==> src/rtl/cpu_pkg.sv <==
// Shared definitions for the cpu front end: default widths, fetch FSM
// encoding and the {pc, instr} entry carried from fetch to decode.
package cpu_pkg;

    localparam int ADDR_W_DEF  = 16;
    localparam int INSTR_W_DEF = 16;

    localparam logic [1:0] IFETCH_IDLE  = 2'd0;
    localparam logic [1:0] IFETCH_WAIT  = 2'd1;
    localparam logic [1:0] IFETCH_DRAIN = 2'd2;

    typedef struct packed {
        logic [ADDR_W_DEF-1:0]  pc;
        logic [INSTR_W_DEF-1:0] instr;
    } ifetch_entry_t;

endpackage

==> src/rtl/cpu_ifetch_fifo.sv <==
// Prefetch FIFO between instruction memory and decode. The head is read
// straight from the storage registers; flush empties it in one cycle.
module cpu_ifetch_fifo #(
    parameter int WIDTH = 32,
    parameter int DEPTH = 4
) (
    input  logic                     clk,
    input  logic                     rst,
    input  logic                     i_flush,
    input  logic                     i_push,
    input  logic [WIDTH-1:0]         i_data,
    input  logic                     i_pop,
    output logic [WIDTH-1:0]         o_head,
    output logic                     o_valid,
    output logic [$clog2(DEPTH):0]   o_count
);

    localparam int PTR_W = $clog2(DEPTH);

    logic [WIDTH-1:0] r_mem [DEPTH];
    logic [PTR_W-1:0] r_rd_ptr;
    logic [PTR_W-1:0] r_wr_ptr;
    logic [PTR_W:0]   r_count;
    logic             w_pop;

    assign w_pop = i_pop && (r_count != '0);

    always_ff @(posedge clk) begin
        if (rst || i_flush) begin
            r_rd_ptr <= '0;
            r_wr_ptr <= '0;
            r_count  <= '0;
        end else begin
            if (i_push)
                r_wr_ptr <= r_wr_ptr + PTR_W'(1);
            if (w_pop)
                r_rd_ptr <= r_rd_ptr + PTR_W'(1);
            r_count <= r_count + (PTR_W+1)'(i_push) - (PTR_W+1)'(w_pop);
        end
    end

    // When full, push and pop share a slot: the head is read before the write lands.
    always_ff @(posedge clk) begin
        if (i_push)
            r_mem[r_wr_ptr] <= i_data;
    end

    assign o_head  = r_mem[r_rd_ptr];
    assign o_valid = (r_count != '0);
    assign o_count = r_count;

endmodule

==> src/rtl/cpu_ifetch.sv <==
// Instruction fetch: one outstanding word-addressed request, slot reserved
// at issue, redirect flushes the prefetch FIFO and drains any in-flight fetch.
module cpu_ifetch
    import cpu_pkg::*;
#(
    parameter int ADDR_W  = ADDR_W_DEF,
    parameter int INSTR_W = INSTR_W_DEF,
    parameter int DEPTH   = 4
) (
    input  logic               clk,
    input  logic               rst,
    input  logic               redirect_valid,
    input  logic [ADDR_W-1:0]  redirect_pc,
    output logic               imem_req,
    output logic [ADDR_W-1:0]  imem_addr,
    input  logic               imem_ack,
    input  logic [INSTR_W-1:0] imem_rdata,
    output logic               instr_valid,
    output logic [INSTR_W-1:0] instr,
    output logic [ADDR_W-1:0]  instr_pc,
    input  logic               instr_ready,
    output logic [ADDR_W-1:0]  fetch_pc
);

    localparam int CNT_W = $clog2(DEPTH) + 1;

    logic [1:0]                r_state;
    logic [ADDR_W-1:0]         r_fetch_pc;
    logic [ADDR_W-1:0]         r_req_addr;

    logic                      w_outstanding;
    logic                      w_push;
    logic                      w_pop;
    logic                      w_fifo_valid;
    logic [CNT_W-1:0]          w_count;
    logic [CNT_W-1:0]          w_cnt_after;
    logic                      w_slot_free;
    logic [ADDR_W+INSTR_W-1:0] w_head;

    assign w_outstanding = (r_state != IFETCH_IDLE);
    assign w_push        = (r_state == IFETCH_WAIT) && imem_ack && !redirect_valid;
    assign w_pop         = w_fifo_valid && instr_ready;

    // Occupancy after this edge; a slot is only free if it is not already reserved.
    assign w_cnt_after = w_count + CNT_W'(w_push) - CNT_W'(w_pop);
    assign w_slot_free = (w_cnt_after < CNT_W'(DEPTH));

    always_ff @(posedge clk) begin
        if (rst) begin
            r_state    <= IFETCH_IDLE;
            r_fetch_pc <= '0;
            r_req_addr <= '0;
        end else if (redirect_valid) begin
            r_fetch_pc <= redirect_pc;
            if (w_outstanding && !imem_ack) begin
                r_state <= IFETCH_DRAIN;
            end else begin
                r_state    <= IFETCH_WAIT;
                r_req_addr <= redirect_pc;
            end
        end else begin
            case (r_state)
                IFETCH_IDLE: begin
                    if (w_slot_free) begin
                        r_state    <= IFETCH_WAIT;
                        r_req_addr <= r_fetch_pc;
                    end
                end
                IFETCH_WAIT: begin
                    if (imem_ack) begin
                        r_fetch_pc <= r_fetch_pc + ADDR_W'(1);
                        r_req_addr <= r_fetch_pc + ADDR_W'(1);
                        r_state    <= w_slot_free ? IFETCH_WAIT : IFETCH_IDLE;
                    end
                end
                IFETCH_DRAIN: begin
                    // Stale word is dropped; fetch_pc already holds the latest target.
                    if (imem_ack) begin
                        r_state    <= IFETCH_WAIT;
                        r_req_addr <= r_fetch_pc;
                    end
                end
                default: r_state <= IFETCH_IDLE;
            endcase
        end
    end

    cpu_ifetch_fifo #(
        .WIDTH (ADDR_W + INSTR_W),
        .DEPTH (DEPTH)
    ) u_fifo (
        .clk     (clk),
        .rst     (rst),
        .i_flush (redirect_valid),
        .i_push  (w_push),
        .i_data  ({r_req_addr, imem_rdata}),
        .i_pop   (w_pop),
        .o_head  (w_head),
        .o_valid (w_fifo_valid),
        .o_count (w_count)
    );

    assign imem_req    = w_outstanding;
    assign imem_addr   = r_req_addr;
    assign instr_valid = w_fifo_valid;
    assign instr_pc    = w_head[ADDR_W+INSTR_W-1:INSTR_W];
    assign instr       = w_head[INSTR_W-1:0];
    assign fetch_pc    = r_fetch_pc;

endmodule

==> config.mk <==
export PLATFORM = sky130hd
export DESIGN_NAME = cpu_ifetch
export DESIGN_NICKNAME = d
export VERILOG_FILES = /design/src/rtl/cpu_pkg.sv /design/src/rtl/cpu_ifetch_fifo.sv /design/src/rtl/cpu_ifetch.sv
export SDC_FILE = /design/constraint.sdc
export NUM_CORES = 1
export LEC_CHECK = 0
export ABC_CLOCK_PERIOD_IN_PS = 2580
export BUFFER_PORTS_ARGS = -buffer_cell sky130_fd_sc_hd__buf_2
export CAP_MARGIN = 20
export CELL_PAD_IN_SITES_DETAIL_PLACEMENT = 1
export CELL_PAD_IN_SITES_GLOBAL_PLACEMENT = 1
export CORE_MARGIN = 3
export CORE_UTILIZATION = 43
export CTS_CLUSTER_SIZE = 10
export DETAILED_ROUTE_END_ITERATION = 7
export HOLD_SLACK_MARGIN = 0.06
export PLACE_DENSITY_LB_ADDON = 0.1
export SETUP_SLACK_MARGIN = 0.15
export SLEW_MARGIN = 10
export SYNTH_ARGS = -nofsm -noshare
export SYNTH_HDL_FRONTEND = slang
export SYNTH_SLANG_ARGS = --single-unit
==> constraint.sdc <==
create_clock -name clk -period 2.58 [get_ports clk]
set_input_delay 0.129 -clock clk [delete_from_list [all_inputs] [get_ports clk]]
set_output_delay 0.129 -clock clk [all_outputs]
set_load 0.01 [all_outputs]
Word level (Yosys, flattened, before mapping)
Memory sizes are Yosys's and may differ from the RTL's. A register that Yosys moved wholly into a read port is not among the register bits.
Index checks and enable logic that the tools add are counted.
Word-level totals
  register bits: 41
  bits in writable memories: 128
  bits of input ports: 37
  output and inout port bits: 66
  word-level logic and storage cells: 56
  memories kept: 1
Operators by class
  add/subtract/negate cells: 6
  order comparisons: 1
  eq/ne operators: 6
  mux-type cells: 19
  reductions and logical operators: 17
Memories
  u_fifo.r_mem: words 4, bits a word 32, rd ports 1, clocked after memory_dff 1, wr ports 1, line cpu_ifetch_fifo.sv:20  | logic [WIDTH-1:0] r_mem [DEPTH];
Operator list (number)
  2-to-1 mux 16 bit: 7
  one-hot mux 16 bit (3 select lines): 1
  adder 16 x 1 -> 16 bit (second input constant): 1
  2-to-1 mux 2 bit: 7
  != test 3 bit (second input constant): 3
  one-hot mux 2 bit (3 select lines): 1
  nonzero test 2 bit: 3
  subtractor 3 x 1 -> 3 bit: 2
  logical AND 1 bit: 5
  AND reduction 5 bit: 1
  adder 2 x 1 -> 2 bit (second input constant): 2
  nonzero test 4 bit: 1
  adder 3 x 1 -> 3 bit: 1
  less-than comparator 3 bit (second input constant): 1
  2-to-1 mux 1 bit: 3
  AND reduction 3 bit: 1
  nonzero test 3 bit: 1
  equality test 2 x 1 -> 1 bit (second input constant): 1
  equality test 2 bit (second input constant): 1
  zero test 1 bit: 2
  zero test 2 bit: 1
  != test 2 bit (second input constant): 1
  AND reduction 2 bit: 1
  logical OR 1 bit: 1

Logic depth before layout (Yosys ltp)
Gate-level depths: netlist (run 1).
  word-level depth: 10
  depth in mapped cells: 11
  depth with buffers taken out: 9

Hierarchy
A second synthesis (run 1) with hierarchy kept.
Unflattened totals
  cells, all modules: 474
  area total of the unflattened synthesis: 7225.7 sq um
Modules (own cells, without submodules)
  cpu_ifetch_fifo: times used 1, cells each 213, area an instance 5143.7 sq um, seq. area each 4023.9 sq um
  cpu_ifetch: times used 1, cells each 261, area an instance 2082.0 sq um, seq. area each 680.7 sq um

Worst setup path before layout (run 1)
No wires, ideal clock.
  kind: reg2reg
  start point: register r_state[1]
  end point: register r_req_addr[14] (netlist: imem_addr[14])
  setup time: 0.130 ns
  arrival: 2.552 ns
  data required time: 2.450 ns
  path slack: -0.102 ns
  cell stages (with the launch flop): 11
  buffers on the path: 2
  period minus slack after synthesis: 2.682 ns
  path through: dfxtp_1 > clkbuf_1 > nand3b_1 > nor2_1 > ha_1 > ha_1 > or4_4 > a21bo_2 > buf_2 > o2111ai_1 > o21ai_0
Between the ends
  longest elaborated chain between the ends: 8
  elaborated cells between the ends (all ways): 18
  classes of those cells: add/sub: 2; order compare: 1; eq/ne: 6; mux: 2; reduce/logical: 7
RTL lines
  start: declaration: line cpu_ifetch.sv:27  | logic [1:0] r_state;
  start signal: assignment: line cpu_ifetch.sv:73  | r_state <= w_slot_free ? IFETCH_WAIT : IFETCH_IDLE;
  equality test 2 x 1 -> 1 bit: line cpu_ifetch.sv:41  | assign w_push = (r_state == IFETCH_WAIT) && imem_ack && !redirect_valid;
  logical AND 1 bit (2 in series): line cpu_ifetch.sv:41
  named net u_fifo.i_push: line cpu_ifetch_fifo.sv:10  | input logic i_push,
  adder 3 x 1 -> 3 bit: line cpu_ifetch.sv:45  | assign w_cnt_after = w_count + CNT_W'(w_push) - CNT_W'(w_pop);
  subtractor 3 x 1 -> 3 bit: line cpu_ifetch.sv:45
  less-than comparator 3 bit: line cpu_ifetch.sv:46  | assign w_slot_free = (w_cnt_after < CNT_W'(DEPTH));
  != test 3 bit (no source line)
  AND reduction 5 bit (no source line)
  end signal: assignment: line cpu_ifetch.sv:59  | r_req_addr <= redirect_pc;
  end signal: assignment: line cpu_ifetch.sv:66  | r_req_addr <= r_fetch_pc;
  end signal: assignment: line cpu_ifetch.sv:72  | r_req_addr <= r_fetch_pc + ADDR_W'(1);
  end: declaration: line cpu_ifetch.sv:29  | logic [ADDR_W-1:0] r_req_addr;
The timed path passes the listed nets, and every way through them passes these cells.
A chain may end at the register's enable or synchronous reset.

Worst setup path after layout (run 1)
  start point: register r_state[1]
  end point: register r_req_addr[11] (netlist: imem_addr[11])
Same word-level chain as after synthesis.

==> results of run 1 <==
[worst reg2reg max path, stage by stage (launching register included)]
cell,delay [ns]
dfxtp_2,0.31
nand3b_1,0.17
nor2_2,0.12
ha_2,0.20
ha_4,0.21
or4_4,0.57
a21boi_4,0.30
nor2_4,0.10
a311oi_1,0.29
[Yosys cell counts, types with 8 or more instances]
cell        n
a21boi_0    8
a21oi_1    10
clkbuf_1   14
dfxtp_1    43
edfxtp_1  128
ha_1        9
inv_1      15
mux4_2     32
nand2_1    13
nand3_1    15
nor2_1     26
nor3_1      8
o21a_1      8
o21ai_0    16
xnor2_1    16
xor2_1      9
[cell usage in the layout (no fill, tap or decap), drive strengths merged, types with 11 or more instances in the layout]
master,Yosys,layout
xnor2,16,16
dlygate4sd3,0,21
edfxtp,128,128
nor2,27,28
dfxtp,43,43
nand2,13,13
inv,15,16
nand3,15,15
o21ai,16,16
buf,10,122
a21boi,10,11
clkbuf,14,18
mux4,32,32
[metal layers]
layer / vias to the layer above / part of all wire (%) / track usage [%]
li1: 2082 / - / -
met1: 2280 / 45 / 26.3
met2: 122 / 50 / 31.7
met5: - / 0 / 0
met4: 0 / 1.1 / 6.17
met3: 14 / 4.1 / 3.17
[state kept, by name, summed over array words and instances (netlist names), named ones only]
name and flops:
u_fifo.r_wr_ptr 2, u_fifo.r_mem 128, u_fifo.r_rd_ptr 2, r_state 2, fetch_pc 16, imem_addr 16, u_fifo.o_count 3
[power breakdown]
group          switching (mW)  internal (mW)
Combinational           0.237          0.199
Sequential             0.0809           3.03
Clock                    1.01           1.61
[kinds of logic (layout without fill, tap and decap cells)]
| family | count (synthesis) | in the layout | synth area share [%] |
|---|---|---|---|
| AOI/OAI and AO/OA | 73 | 74 | 7.67 |
| muxes | 37 | 37 | 10.8 |
| adders and majority gates | 9 | 9 | 1.58 |
| DFF | 171 | 171 | 66.1 |
| xor gates and xnor gates | 25 | 25 | 3.08 |
| and+or+nand+nor | 106 | 107 | 8.26 |
| buffers and inverters | 41 | 190 | 2.46 |
[metrics by stage]
step	cell area (sq um)	util [%]	hold WS, ns
after floorplan	7200	-	0.228
after global placement	8040	50.1	0.339
after detailed placement	8040	50.1	0.349
after CTS	8860	55.2	0.0792
after global routing	8910	55.5	0.123
final	8910	55.5	0.102
[area by class of cell]
type | count | area [sq um]
clock buffer | 18 | 429
clock inverter | 13 | 175
fill | 1571 | 7140
inverter | 16 | 60.1
multi-input combinational | 252 | 2340
sequential | 171 | 4710
tap | 216 | 270
timing repair buffer | 143 | 933
[worst paths after layout]
check                             startpoint                          to  cells past startpoint
hold / removal                redirect_pc[0]    fetch_pc[0]$_SDFFE_PP0P_                      3
hold reg to reg   imem_addr[13]$_SDFFE_PP0P_  imem_addr[13]$_SDFFE_PP0P_                      2
setup reg to reg     r_state[1]$_SDFFE_PP0P_  imem_addr[11]$_SDFFE_PP0P_                      8
setup / recovery     r_state[1]$_SDFFE_PP0P_  imem_addr[11]$_SDFFE_PP0P_                      8
[repair_timing]
item	in CTS	in global routing
gates resized for setup	0	2
hold buffers	21	0
endpoints found under the setup margin	0	9
setup buffers	0	3
hold endpoints to repair	69	0
==> results by group, run 1 <==
Global route
  • Total global-route track usage: approximately a fifth
  • Largest net degree at the start of global routing: 30
  • Vias in the first global route: 4,710
  • Grt ovf: 0
  • Initial antenna violation count: 0
  • Global-route wire length before repair: 26,600 um

Power and ir drop
  • PwrDens: 692 mW/mm^2
  • Leak: 3.14 nW
  • Peak supply drop: 0.508 mV
  • Power, Total: 6.17 mW

Clock network
  • CTS tree: yes
  • Clk pin slew, worst setup/hold paths: 0.06 ns
  • CTS max path bufs: 2
  • Root buf cell: clkbuf_16
  • Worst-Skew Late Latency: 0.42 ns
  • H-tree Lvls: 4
  • CTS sink cnt: 171
  • Clock buffer count from CTS: 17

Status
  • Status: completed

Run
  • Max Cap Viol: 0

Route
  • Initial DRC count: 243
  • # DRC: 0
  • DRT antenna net count: 0
  • Drt wl/cell: slightly above 20 um
  • WL final: 17,200 um
  • Vias per cell: 5.43
  • First-pass DRT Iterations: 4
  • Vias after detailed routing: 4,498

Logic synthesis
  • Main synth FF type: edfxtp_1
  • Async set-reset flop share out of synthesis: 0%
  • Post-synth EDFFs: approximately 130
  • Synth warn: 0
  • Syn nets: 508
  • Seq cells post-synth: 171
  • Register area share after synthesis: 66.1%
  • Synth cell types: 62
  • Post-Syn Area: 0.00712 sq mm
  • Largest cells by area after synthesis: edfxtp_1 54%, dfxtp_1 12%, mux4_2 10%
  • Synthesized instance count: 462
  • Area share of the largest cell type after synthesis: about 54%
  • Mapped Avg Cell Area: approximately 15 sq um
  • Biggest area consumer among synthesized cells: edfxtp_1

Critical path
  • Worst path top cell family by delay: simple AND/OR/NAND/NOR gates
  • Crit-path cells: nand3b_1 > nor2_2 > ha_2 > ha_4 > or4_4 > a21boi_4 > nor2_4 > a311oi_1
  • CP endpoint kind: flip-flop
  • Worst path arrival time: 2.69 ns
  • Slowest CP cell: or4_4
  • Max stage delay on crit path: 0.57 ns
  • Worst EP required: roughly 2.9 ns
  • CP startpoint kind: flip-flop
  • R2r setup slk: 0.21 ns
  • Worst Setup Path Type: reg2reg
  • WP buf/inv: 0
  • Crit Path Max Fanout: 5

Worst hold path
  • Hold Crit Class: in2reg

STA
  • Setup TNS: 0 ns
  • Highest clock rate: 422 MHz
  • Final min period: 2.37 ns
  • Slew headroom: 62.9%
  • Worst Slack Setup Final: around 0.21 ns
  • RSZ-0062 raised after global routing: no
  • Final setup viols: 0
  • Worst slew pin tran: 0.557 ns
  • Fin. Hold Viols: 0
  • Fin crit share: 91.9%
  • Final Skew: ~0.009 ns
  • Max Slew Vio Count: 0

Final layout
  • Final nets: 647
  • Antenna cells: 0
  • Area growth, synth to finish: 25.3%
  • Final instance count without filler cells: ~830
  • Layout cell share with drive strength beyond 1: 34.4%

Place
  • Cells after DPL: 772
  • Pre-CTS setup slack: 0.187 ns
  • Number of port buffers: between 100 and 150
  • HPWL Detailed: 11,300 um
  • RePlAce Congestion: 0.808

Die
  • Total die area: between 0.015 and 0.02 sq mm
  • I/O pins: 103
  • Die width: 135 um
  • Core ar.: 0.0161 sq mm
  • Initial Util: roughly 44%
  • Die Ht: 135 um
  • Row count: 46
Note: power is estimated with default switching activity, not from simulation.
==> run 2, diff against run 1 <==
CORE_ASPECT_RATIO = 1.75   (was default)
==> results by group, run 2 (same netlist as run 1, synthesis figures left out) <==
Critical path
  • R2r setup slk: 0.15 ns
  • Reg2reg path depth: 10
  • Worst path arrival time: around 2.8 ns
  • CP startpoint kind: flip-flop
  • RR Startpoint: r_state[1]$_SDFFE_PP0P_
  • Worst Setup Path Type: reg2reg
  • CP endpoint kind: flip-flop
  • Worst EP required: ~2.9 ns
  • Crit Path Max Fanout: 5
  • R2r endpoint: imem_addr[0]$_SDFFE_PP0P_

STA
  • Highest clock rate: between 400 and 500 MHz
  • Final min period: between 2 and 2.5 ns
  • Fin crit share: a little over nine tenths
  • Max Slew Vio Count: 0
  • Fin. Hold Viols: 0
  • Final hold slack: about 0.08 ns
  • Final setup viols: 0
  • RSZ-0062 raised after global routing: yes
  • Worst slew pin tran: 0.632 ns
  • Final Skew: 0.0167 ns
  • Slew headroom: between 50% and 60%
  • Worst Slack Setup Final: 0.146 ns
  • Setup TNS: 0 ns

Final layout
  • Fin util: 56.0%
  • Most common cell after layout, fill and taps aside: edfxtp_1
  • Area growth, synth to finish: 26.1%
  • Final instance count without filler cells: 810
  • Max reg flops: 128
  • Largest register by flop count: u_fifo.r_mem
  • Layout cell share with drive strength beyond 1: 36.6%
  • Most used cells in the layout excluding fill and tap cells: 128 x edfxtp_1, 101 x buf_2, 40 x dfxtp_1, 32 x mux4_2, 25 x nor2_1
  • Final instance area: 0.00898 sq mm
  • Antenna cells: 0
  • Final nets: approximately 650

Die
  • Row count: 61
  • Total die area: 0.0182 sq mm
  • Die width: roughly 100 um
  • Core ar.: 0.0160 sq mm
  • I/O pins: between 100 and 150
  • Initial Util: 44.4%
  • Die Ht: ~180 um

Global route
  • Grt ovf: 0
  • Global-route wire length before repair: ~27,000 um
  • Largest net degree at the start of global routing: 33
  • Total global-route track usage: between 10% and 20%
  • Initial antenna violation count: 0
  • Vias in the first global route: approximately 5,000

Clock network
  • Clock buffer count from CTS: 17
  • Worst-Skew Late Latency: 0.43 ns
  • Root buf cell: clkbuf_16
  • CTS max path bufs: 2
  • Clk pin slew, worst setup/hold paths: around 0.070 ns
  • H-tree Lvls: 4
  • CTS sink cnt: 171
  • CTS tree: yes

Route
  • Drt wl/cell: 21.5 um
  • Vias per cell: approximately 5.6
  • WL final: 17,400 um
  • Vias after detailed routing: 4,548
  • DRT antenna net count: 0
  • First-pass DRT Iterations: 4
  • # DRC: 0
  • Initial DRC count: 167

Worst hold path
  • Hold Crit Class: in2reg
  • Min-Delay Endpoint: fetch_pc[5]$_SDFFE_PP0P_
  • Hold Path Depth: 3
  • Hold_sp: redirect_pc[5]

Place
  • HPWL Detailed: ~12,000 um
  • Pre-CTS setup slack: 0.0415 ns
  • Number of port buffers: 102
  • Cells after DPL: 745
  • Post-place instance area: 0.00800 sq mm
  • RePlAce Congestion: 0.849

Power and ir drop
  • Leak: ~3.2 nW
  • PwrDens: about 680 mW/mm^2
  • Peak supply drop: 0.454 mV
  • Power, Total: 6.11 mW

Run
  • Max Cap Viol: 0

Status
  • Status: completed
-- run 2: changes by cell type in the layout (fill, tap and decap cells not counted), sizes merged --
| cell | previous run | this run |
|---|---|---|
| inv | 16 | 24 |
| buf | 122 | 129 |
| bufinv | 4 | 1 |
| clkinv | 8 | 5 |
| a21boi | 11 | 10 |
-- run 2: final cells by class --
| cell class | instances | area (sq um) |
|---|---|---|
| Clock buffer | 17 | 425 |
| Clock inverter | 15 | 174 |
| Fill cell | 1585 | 7050 |
| Inverter | 16 | 60.1 |
| Multi-Input combinational cell | 251 | 2350 |
| Sequential cell | 171 | 4710 |
| Tap cell | 189 | 236 |
| Timing Repair Buffer | 151 | 1020 |
-- run 2: critical path: stages (launching register included) --
cell       delay [ns]
dfxtp_4          0.34
nand3b_1         0.18
nor2_2           0.16
ha_2             0.21
ha_4             0.21
o31ai_4          0.33
a21boi_4         0.11
buf_6            0.13
clkbuf_16        0.14
or4_4            0.43
a21oi_2          0.14
-- run 2: how the worst max path moves through the flow --
stage                                  startpoint                          to  slack [ns]
after floorplan           r_state[1]$_SDFFE_PP0P_  imem_addr[13]$_SDFFE_PP0P_       0.007
after global placement    r_state[1]$_SDFFE_PP0P_   imem_addr[8]$_SDFFE_PP0P_        0.17
after detailed placement  r_state[1]$_SDFFE_PP0P_   imem_addr[8]$_SDFFE_PP0P_        0.04
after CTS                 r_state[1]$_SDFFE_PP0P_  imem_addr[10]$_SDFFE_PP0P_        0.15
after global routing      r_state[1]$_SDFFE_PP0P_   imem_addr[0]$_SDFFE_PP0P_        0.09
final                     r_state[1]$_SDFFE_PP0P_   imem_addr[0]$_SDFFE_PP0P_        0.15
-- run 2: layer usage --
metal	global-route usage, %	up-vias	share of wire, %
met1	23.1	2320	39
met5	0	-	0
li1	-	2105	-
met2	36.2	104	57
met3	3.64	19	2.6
met4	6.05	0	1.7
-- run 2: timing repair --
action | CTS | global route
setup endpoints to repair | 13 | 17
buffers inserted | 2 | 8
cloned | 0 | 2
resized for setup | 1 | 11
hold buffers | 21 | 0
pin swaps | 2 | 10
endpoints found under the hold margin | 69 | 0
-- run 2: power by group --
group | switching (mW) | leakage (nW) | internal, mW | total, mW
logic | 0.239 | 1.37 | 0.207 | 0.446
clock network | 1.16 | 0.292 | 1.39 | 2.55
registers | 0.0844 | 1.52 | 3.03 | 3.11
total | 1.49 | 3.19 | 4.62 | 6.11
==> run 3, diff against run 2 <==
ABC_AREA = 1   (was default)
CORE_UTILIZATION = 40   (was 43)
==> results by group, run 3 <==
Final layout
  • Most common cell after layout, fill and taps aside: edfxtp_1
  • Antenna cells: 0
  • Largest register by flop count: u_fifo.r_mem
  • Final instance count without filler cells: 1,126
  • Fill cell total of the finished layout: 2,105
  • Final nets: 925
  • Most used cells in the layout excluding fill and tap cells: 128 x edfxtp_1, 127 x nand2_1, 122 x nor2_1, 102 x buf_2, 89 x o21ai_0
  • Area growth, synth to finish: 23.8%
  • Max reg flops: between 100 and 150
  • Layout cell share with drive strength beyond 1: between 20% and 30%

Clock network
  • Worst-Skew Late Latency: roughly 0.42 ns
  • CTS tree: yes
  • Root buf cell: clkbuf_16
  • H-tree Lvls: 4
  • CTS max path bufs: 2
  • Clock buffer count from CTS: 17
  • CTS sink cnt: 171
  • Clk pin slew, worst setup/hold paths: about 0.060 ns

Global route
  • Initial antenna violation count: 0
  • Total global-route track usage: 21.2%
  • Global-route wire length before repair: 32,400 um
  • Largest net degree at the start of global routing: 65
  • Vias in the first global route: 6,453
  • Grt ovf: 0

STA
  • Final Skew: around 0.010 ns
  • Fin. Hold Viols: 0
  • Worst slew pin tran: 0.769 ns
  • RSZ-0062 raised after global routing: no
  • Highest clock rate: around 450 MHz
  • Final setup viols: 0
  • Fin crit share: 86.8%
  • Slew headroom: about 49%
  • Final min period: 2.24 ns
  • Max Slew Vio Count: 0
  • Final hold slack: 0.0814 ns

Critical path
  • CP endpoint kind: flip-flop
  • Reg2reg path depth: 13
  • Worst path arrival time: 2.60 ns
  • Crit Path Max Fanout: 16
  • Worst Setup Path Type: reg2reg
  • Worst EP required: 2.94 ns
  • CP startpoint kind: flip-flop

Die
  • Die Ht: 185 um
  • Total die area: around 0.020 sq mm
  • I/O pins: 103
  • Die width: 109 um
  • Core ar.: 0.0181 sq mm
  • Initial Util: 40.7%
  • Row count: 65

Power and ir drop
  • Clk pwr share: 38.6%
  • Peak supply drop: 0.418 mV
  • Sw Share: 23.9%
  • Logic pwr share: between 10% and 20%
  • Flop pwr share: 51.2%
  • P_int: 4.72 mW
  • PwrDens: 681 mW/mm^2
  • Psw: 1.48 mW
  • Leak: 3.64 nW

Logic synthesis
  • Syn nets: 787
  • Register area share after synthesis: between 60% and 70%
  • Most common cell in the netlist: edfxtp_1
  • Async set-reset flop share out of synthesis: 0%
  • Seq cells post-synth: approximately 170
  • Area share of the largest cell type after synthesis: 52.3%
  • Most frequent cells after synthesis: 128 x edfxtp_1, 127 x nand2_1, 127 x nor2_1
  • Synth cell types: 34
  • Post-Syn Area: roughly 0.0074 sq mm
  • Main synth FF type: edfxtp_1
  • Biggest area consumer among synthesized cells: edfxtp_1
  • Mapped Avg Cell Area: 9.93 sq um
  • Synth warn: 0
  • Synthesized instance count: 741
  • Largest cells by area after synthesis: edfxtp_1 52%, dfxtp_1 12%, nand2_1 6.5%
  • Post-synth EDFFs: 128

Run
  • Max Cap Viol: 0

Place
  • HPWL Detailed: around 14,000 um
  • RePlAce Congestion: 0.849
  • Number of port buffers: roughly 100
  • Cells after DPL: 1,063

Worst hold path
  • Hold Path Depth: 5
  • Hold Crit Class: in2reg

Route
  • WL final: 20,700 um
  • Vias per cell: between 5 and 6
  • Drt wl/cell: 18.3 um
  • Initial DRC count: 305
  • First-pass DRT Iterations: 4
  • Vias after detailed routing: 5,840
  • DRT antenna net count: 0
  • # DRC: 0

Status
  • Status: completed
## run 3: cell count changes after synthesis, moves of 14 or more
cell	before	now
inv_1	15	57
mux4_2	32	0
nand2_1	13	127
nand3_1	15	29
nor2_1	26	127
o21ai_0	16	89
o22ai_1	0	32
xnor2_1	16	0
## run 3: worst paths after layout
kind,startpoint,to,slack (ns)
min,redirect_pc[7],imem_addr[7]$_SDFFE_PP0P_,0.08
min reg2reg,u_fifo.r_rd_ptr[0]$_SDFFE_PP0P_,u_fifo.r_rd_ptr[0]$_SDFFE_PP0P_,0.51
max,r_state[1]$_SDFFE_PP0P_,imem_addr[0]$_SDFFE_PP0P_,0.34
max reg2reg,r_state[1]$_SDFFE_PP0P_,imem_addr[0]$_SDFFE_PP0P_,0.34
## run 3: worst max-delay path, stage by stage, from the launching register on
cell and delay [ns]:
dfxtp_1 0.36, nor3_4 0.23, nand2_2 0.07, inv_1 0.06
ha_1 0.16, ha_1 0.26, nor2_2 0.11, nand4_1 0.17
nand3_4 0.21, nand4_4 0.12, buf_12 0.18, nand2_1 0.06
nand2_1 0.06, nor2_1 0.13
## run 3: timing repair
action / 4_1_cts / 5_1_grt
hold endpoints to repair: 81 / 0
gates resized for setup: 2 / 7
gates cloned: 1 / 1
pin swaps: 2 / 4
setup buffers: 1 / 0
hold buffers: 28 / 0
endpoints found under the setup margin: 16 / 17
## run 3: metal layers
metal,global-route usage (%),vias to the layer above,part of all wire [%]
met3,4.92,23,3.3
met1,21.1,2897,37
li1,-,2815,-
met2,41.5,105,57
met4,7.94,0,2.7
met5,0,-,0
## run 3: cell families (layout without fill, tap and decap cells)
group	after synthesis	in the layout	share of synthesized area (%)
simple gates	307	309	17.3
xor+xnor	6	6	0.714
flops	171	171	64.0
fa+ha+maj	9	9	1.53
buf+inv	97	246	5.32
compound gates	151	151	11.2
## run 3: power by group through the flow
stage | clock network, mW | logic (mW) | registers [mW]
detailed placement | 0 | 0.577 | 3.23
CTS | 2.46 | 0.633 | 3.17
finish | 2.39 | 0.633 | 3.17
global placement | 0 | 0.549 | 3.22
floorplan | 0 | 0.325 | 3.22
global route | 2.56 | 0.712 | 3.19
## run 3: layout make-up
cell class              instances  area [sq um]  area share [%]
flip-flops and latches        171          4710            51.7
inverters                      63           236            2.60
multi-input cells             475          2360            25.9
clock buffers                  22           444            4.88
well taps                     234           293            3.22
clock inverters                10           101            1.11
repair buffers                151           961            10.6
## run 3: stage by stage
| step | TNS (ns) | setup WS, ns | utilization, % | area (sq um) | total power, mW |
|---|---|---|---|---|---|
| 2_1_floorplan | -21.06 | -0.164 | - | 7360 | 3.55 |
| 4_1_cts | 0 | 0.134 | 50.2 | 9060 | 6.26 |
| 6_report | 0 | 0.341 | 50.4 | 9100 | 6.20 |
| 3_3_place_gp | 0 | 0.214 | 45.3 | 8190 | 3.77 |
| 5_1_grt | 0 | 0.113 | 50.4 | 9100 | 6.46 |
| 3_5_place_dp | -0.0123 | -0.0123 | 45.3 | 8190 | 3.81 |
